### src/rtl/deser_align.sv
// 1:WIDTH serial deserializer that slips its word boundary one bit at a time
// until ALIGN_PATTERN is seen on LOCK_COUNT consecutive words, then strobes payload.
module deser_align #(
  parameter int                 WIDTH         = 8,
  parameter logic [WIDTH-1:0]   ALIGN_PATTERN = 8'hF0,
  parameter int                 LOCK_COUNT    = 4
) (
  input  logic             clk,
  input  logic             rstb,
  input  logic             din,
  input  logic             en,
  input  logic             realign,
  output logic [WIDTH-1:0] word_out,
  output logic             word_valid,
  output logic             locked
);

  localparam int CNT_W  = $clog2(WIDTH);
  localparam int MCNT_W = $clog2(LOCK_COUNT + 1);
  localparam logic [CNT_W-1:0]  CNT_LAST  = CNT_W'(WIDTH - 1);
  localparam logic [MCNT_W-1:0] MCNT_LAST = MCNT_W'(LOCK_COUNT - 1);

  typedef enum logic [1:0] {
    SEARCH,
    CONFIRM,
    LOCKED
  } state_t;

  state_t             state;
  state_t             state_nxt;
  logic [WIDTH-2:0]   sr;
  logic [CNT_W-1:0]   cnt;
  logic [MCNT_W-1:0]  mcnt;
  logic [MCNT_W-1:0]  mcnt_nxt;
  logic               slip;
  logic               slip_nxt;
  logic [WIDTH-1:0]   new_word;
  logic               boundary;
  logic               match;
  logic               valid_nxt;
  logic               locked_nxt;

  // Only the low WIDTH-1 bits of history are needed; the incoming bit completes the word.
  assign new_word = {sr, din};
  assign boundary = en && (cnt == CNT_LAST) && !slip;
  assign match    = (new_word == ALIGN_PATTERN);

  always_ff @(posedge clk or negedge rstb) begin
    if (!rstb) begin
      sr       <= '0;
      cnt      <= '0;
      word_out <= '0;
    end else if (en) begin
      sr <= new_word[WIDTH-2:0];
      if (slip) begin
        cnt <= '0;
      end else if (boundary) begin
        cnt      <= '0;
        word_out <= new_word;
      end else begin
        cnt <= cnt + 1'b1;
      end
    end
  end

  always_ff @(posedge clk or negedge rstb) begin
    if (!rstb) begin
      state <= SEARCH;
      mcnt  <= '0;
      slip  <= 1'b0;
    end else begin
      state <= state_nxt;
      mcnt  <= mcnt_nxt;
      slip  <= slip_nxt;
    end
  end

  // A slip edge swallows one extra bit, so the next boundary lands WIDTH+1 bits later.
  always_comb begin
    state_nxt = state;
    mcnt_nxt  = mcnt;
    slip_nxt  = slip;
    if (en && slip) begin
      slip_nxt = 1'b0;
    end
    if (boundary) begin
      unique case (state)
        SEARCH: begin
          if (match) begin
            if (LOCK_COUNT == 1) begin
              state_nxt = LOCKED;
            end else begin
              state_nxt = CONFIRM;
              mcnt_nxt  = MCNT_W'(1);
            end
          end else begin
            slip_nxt = 1'b1;
          end
        end
        CONFIRM: begin
          if (match) begin
            if (mcnt == MCNT_LAST) begin
              state_nxt = LOCKED;
              mcnt_nxt  = '0;
            end else begin
              mcnt_nxt = mcnt + 1'b1;
            end
          end else begin
            state_nxt = SEARCH;
            mcnt_nxt  = '0;
            slip_nxt  = 1'b1;
          end
        end
        default: begin
          state_nxt = state;
        end
      endcase
    end
    if (realign) begin
      state_nxt = SEARCH;
      mcnt_nxt  = '0;
      slip_nxt  = 1'b0;
    end
  end

  // Only boundaries judged while already locked are payload; the lock-completing word is not.
  always_comb begin
    valid_nxt  = boundary && (state == LOCKED) && !realign;
    locked_nxt = (state_nxt == LOCKED);
  end

  always_ff @(posedge clk or negedge rstb) begin
    if (!rstb) begin
      word_valid <= 1'b0;
      locked     <= 1'b0;
    end else begin
      word_valid <= valid_nxt;
      locked     <= locked_nxt;
    end
  end

endmodule
### config.mk
export PLATFORM = sky130hd
export DESIGN_NAME = deser_align
export DESIGN_NICKNAME = d
export VERILOG_FILES = /design/src/rtl/deser_align.sv
export SDC_FILE = /design/constraint.sdc
export NUM_CORES = 1
export LEC_CHECK = 0
export BUFFER_PORTS_ARGS = -buffer_cell sky130_fd_sc_hd__buf_4
export CAP_MARGIN = 20
export CORE_MARGIN = 1
export CORE_UTILIZATION = 45
export CTS_BUF_LIST = sky130_fd_sc_hd__clkbuf_2 sky130_fd_sc_hd__clkbuf_4 sky130_fd_sc_hd__clkbuf_8
export DETAILED_ROUTE_END_ITERATION = 10
export GPL_TIMING_DRIVEN = 0
export HOLD_SLACK_MARGIN = 0.1
export SYNTH_ARGS = -nofsm -noshare
export SYNTH_HDL_FRONTEND = slang
export SYNTH_SLANG_ARGS = --single-unit
### constraint.sdc
create_clock -name clk -period 2.2 [get_ports clk]
set_input_delay 0.11 -clock clk [delete_from_list [all_inputs] [get_ports clk]]
set_output_delay 0.11 -clock clk [all_outputs]
set_load 0.1 [all_outputs]
# After elaboration in Yosys (flattened, before gate mapping)
# Cells that the tools add are included.
[totals]
output_inout_bits = 10
regBits = 26
elab_cells = 50
input_bits = 5
[classes]
n_eq_ne = 7
mux = 19
reduce_logical = 13
n_addsub = 2
bitwise = 1
[ops]
columns = ["cell", "n"]
rows = [
  ["$mux W3", 7],
  ["$mux W2", 5],
  ["$eq A8 B8 Y1 const B", 1],
  ["$add A3 B1 Y3 const B", 2],
  ["$pmux W3 S2", 1],
  ["$reduce_and A3 Y1", 2],
  ["$logic_and A1 B1 Y1", 5],
  ["$mux W1", 5],
  ["$eq A2 B2 Y1 const B", 2],
  ["$pmux W2 S2", 1],
  ["$eq A3 B2 Y1 const B", 1],
  ["$eq A3 B3 Y1 const B", 1],
  ["$ne A3 B3 Y1 const B", 1],
  ["$reduce_bool A3 Y1", 1],
  ["$eq A2 B1 Y1 const B", 1],
  ["$logic_not A1 Y1", 2],
  ["$logic_not A2 Y1", 1],
  ["$reduce_bool A2 Y1", 1],
  ["$reduce_or A2 Y1", 1],
  ["$not A1 Y1", 1],
]

# Logic depth before layout (Yosys ltp)
[depth]
depth_word = 7
depth_mapped = 6
mapped_depth_nobuf = 6

# Least setup slack after synthesis
# Ideal clock, no wire load.
[synth_path]
path_type = "register to register"
from = "register cnt[0]"
to = "register word_out[0]"
t_required_ps = 2074
arrival_ps = 1367
setup_time_ps = 126
path_slack_ps = 707
period_less_slack_ps = 1493
path_buffers = 1
path_stages_with_launch = 6
path_cell_list = "dfrtp_1 -> ha_1 -> ha_1 -> nand3b_1 -> buf_2 -> mux2_2"
[synth_between]
elab_chain_len = 4
[synth_rtl]
columns = ["item", "line_no", "rtl"]
rows = [
  ["start, declared", "32", "logic [CNT_W-1:0] cnt;"],
  ["start signal, assigned", "61", "cnt <= cnt + 1'b1;"],
  ["$eq A3 B3 Y1", "45", "assign boundary = en && (cnt == CNT_LAST) && !slip;"],
  ["$logic_and A1 B1 Y1 (2 in series)", "45", ""],
  ["$reduce_and A3 Y1 (no source line)", "n/a", ""],
  ["end signal, assigned", "59", "word_out <= new_word;"],
  ["end, declared", "13", "output logic [WIDTH-1:0] word_out,"],
]
# Every way passes these cells.
# A chain may end at the register's enable or synchronous reset.

# Worst setup path after layout
[layout_path]
from = "register cnt[0]"
to = "register word_out[4]"
# Same word-level chain as after synthesis.

==> flow_metrics.py <==
metrics = {
    "run_status": {
        "status": "complete, no violations",
    },
    "route": {
        "final_antenna_net_count": 0,
        "wl_per_cell_microns": 13.45,
        "drc": 0,
        "dr_total_vias": 745,
        "vias_per_cell": 5.321,
        "drtIter0Drc": 12,
        "drt_pass1_iterations": 4,
        "drt-total-wl_mm": 1.883,
    },
    "synth": {
        "syn_area_per_cell_sq_um": 12.51,
        "yosys.area_share.simple": 0.1806,
        "netlist_area_sq_um": 1164,
        "ys_seq_elements": 26,
        "synth-compound-area-share": 0.05591,
        "synth_ff_type": "dfrtp_1",
        "synth_edf_count": 0,
        "synth_nets": 101,
        "synth_top_cell_area_share": 0.5591,
        "synth-xor-area-share": 0,
        "synth_area_leader_cell": "dfrtp_1",
        "yosysSeqAreaShare": 0.5591,
        "synth_mux_area_frac": 0.1452,
        "yosysWarnings": 0,
        "yosysUniqueCellTypes": 28,
        "ys_async_sr_fraction": 1.000,
        "synth_area_leaders": "dfrtp_1 56%, mux2_2 15%, ha_1 3.2%",
        "synth_top_family_by_area": "simple AND/OR/NAND/NOR gates",
        "netlist_instances": 93,
        "post_synth_fa_ha_maj_area_fraction": 0.03226,
    },
    "global_routing": {
        "grt_max_degree": 27,
        "gr-total-overflow": 0,
        "grt_pass1_vias": 725,
        "grt_pass1_wl_mm": 3.339,
        "grt_antenna_before_repair": 0,
        "globalRouteTotalUtil": 0.1689,
    },
    "die": {
        "rows": 18,
        "die_area_sq_um": 2793,
        "initial_core_util": 0.4740,
        "fp.dieH_microns": 52.85,
        "pin_count": 15,
        "core_region_area_sq_um": 2455,
        "die_w_microns": 52.85,
    },
    "critical_path": {
        "r2r-end": "word_out[4]",
        "reg2reg_from": "cnt[0]",
        "regToRegSetupSlack_ns": 0.52,
        "reg2reg_depth": 5,
        "required_ns": 2.41,
        "cp-start-kind": "flip-flop",
        "end_kind": "flip-flop",
        "arrival_ns": 1.89,
        "worst-setup-path-type": "flip-flop to flip-flop",
        "crit_fanout": 10,
    },
    "clocking": {
        "cts_root_buf": "clkbuf_4",
        "max-clock-path-buffers": 2,
        "clock_latency_ns": 0.31,
        "clkTransAtPathRegs_ns": 0.13,
        "post_cts_resized": 0,
        "htree_levels": 1,
        "postCtsSetupRepairBufs": 0,
        "ctsHoldBuffers": 2,
        "cts_tree": "done",
        "cts.sinks": 26,
        "numCtsBuffers": 3,
    },
    "sta": {
        "fin_setup_tns_ns": 0,
        "fin_crit_ns": 1.680,
        "slew_headroom": 0.6943,
        "setup-violations-final": 0,
        "fmax_ghz": 0.5951,
        "finalCritPeriodShare": 0.7638,
        "rsz0062_at_grt": "no",
        "finClkSkew_ns": 0.002193,
        "slew_viol_final": 0,
        "finalHoldViolCount": 0,
        "tightest_slew_ns": 0.4585,
    },
    "final_layout": {
        "utilization": 0.5433,
        "area_growth_pct": 14.62,
        "nets": 120,
        "drive_above_1_share": 0.3273,
        "finalNonFillerCells": 140,
        "diodes": 0,
    },
    "placed_design": {
        "io_buffers": 12,
        "dp.cells": 135,
        "dp_hpwl_mm": 1.307,
        "gp_congestion": 0.7807,
    },
    "power_and_ir_drop": {
        "power_density_nw_per_um2": 1270,
        "ir_drop_mv": 1.143,
        "p_leak_nw": 0.6113,
    },
    "min_path": {
        "hold_end": "state[1]",
        "min_from": "realign",
        "hp-class": "input pin to flip-flop",
        "whs_path_depth": 2,
    },
    "job": {
        "drv_cap": 0,
    },
}
worst max-delay path, stage by stage (launching register included):
cell and delay [ns]:
dfrtp_1 0.40, ha_1 0.20, ha_1 0.21, nand3b_1 0.12
buf_2 0.28, mux2_2 0.37
flip-flops by register name, summed over array words and instances (netlist names):
signal and count:
slip 1, cnt 3, locked 1, word_out 8
state 2, mcnt 3, sr 7, word_valid 1
layout make-up:
class	count	area [sq um]
inverters	3	11.26
plain buffers	5	20.02
repair buffers	14	110.1
clock buffers	3	22.52
fillers	214	1121
well taps	30	37.54
flip-flops and latches	26	650.6
multi-input cells	59	481.7
cells in the mapped netlist, types with 2 or more instances:
| master | n |
|---|---|
| clkbuf_1 | 3 |
| nand3_1 | 4 |
| nand2b_1 | 4 |
| inv_1 | 3 |
| ha_1 | 3 |
| o21ai_0 | 4 |
| nand2_1 | 3 |
| nor2b_1 | 2 |
| mux2_2 | 15 |
| nor3_1 | 2 |
| dfrtp_1 | 26 |
| a21oi_1 | 4 |
| nand4_1 | 2 |
| nor2_1 | 4 |
placed cells by master (no fill, tap or decap), drive strengths merged, types with 3 or more instances in the layout:
master	count
buf	14
nor2	6
ha	3
clkbuf	6
dfrtp	26
nand3	4
nand2	3
a21oi	4
mux2	15
nand2b	4
o21ai	5
inv	3
worst max path at each step:
| stage | endpoint | start | cells after the start |
|---|---|---|---|
| finish | word_out[4] | cnt[0] | 5 |
| global route | word_out[1] | cnt[0] | 5 |
| CTS | word_out[4] | cnt[0] | 5 |
| detailed placement | word_out[4] | cnt[0] | 5 |
| global placement | word_out[4] | cnt[0] | 5 |
| floorplan | word_out[0] | cnt[0] | 5 |
cells by family (layout without fill, tap and decap cells):
kind of cell | count (synthesis) | in the layout
compound gates | 12 | 12
fa+ha+maj | 3 | 3
buf+inv | 8 | 25
mux | 15 | 15
flops | 26 | 26
simple gates | 29 | 29
metrics by stage:
| step | setup slack, ns | instance area [sq um] | power [mW] | hold slack, ns |
|---|---|---|---|---|
| 3_5_place_dp | 0.5337 | 1291 | 1.515 | 0.03712 |
| 6_report | 0.5197 | 1334 | 1.694 | 0.1936 |
| 3_3_place_gp | 0.5566 | 1291 | 1.498 | 0.03992 |
| 4_1_cts | 0.5068 | 1334 | 1.712 | 0.1802 |
| 5_1_grt | 0.4004 | 1334 | 1.778 | 0.2154 |
| 2_1_floorplan | 0.7067 | 1164 | 1.337 | -0.1856 |
power by group:
| part | internal [mW] | switching, mW | total [mW] |
|---|---|---|---|
| logic | 0.204 | 0.621 | 0.824 |
| clock network | 0.0640 | 0.130 | 0.194 |
| registers | 0.600 | 0.0751 | 0.675 |
| total | 0.868 | 0.826 | 1.69 |
routing by layer:
layer	global-route usage	vias up	part of all wire
li1	-	360	-
met1	0.2288	369	0.51
met2	0.2511	14	0.45
met3	0.03448	2	0.025
met4	0.09211	0	0.010
met5	0	-	0
No activity file was read; power rests on OpenSTA's default activity.
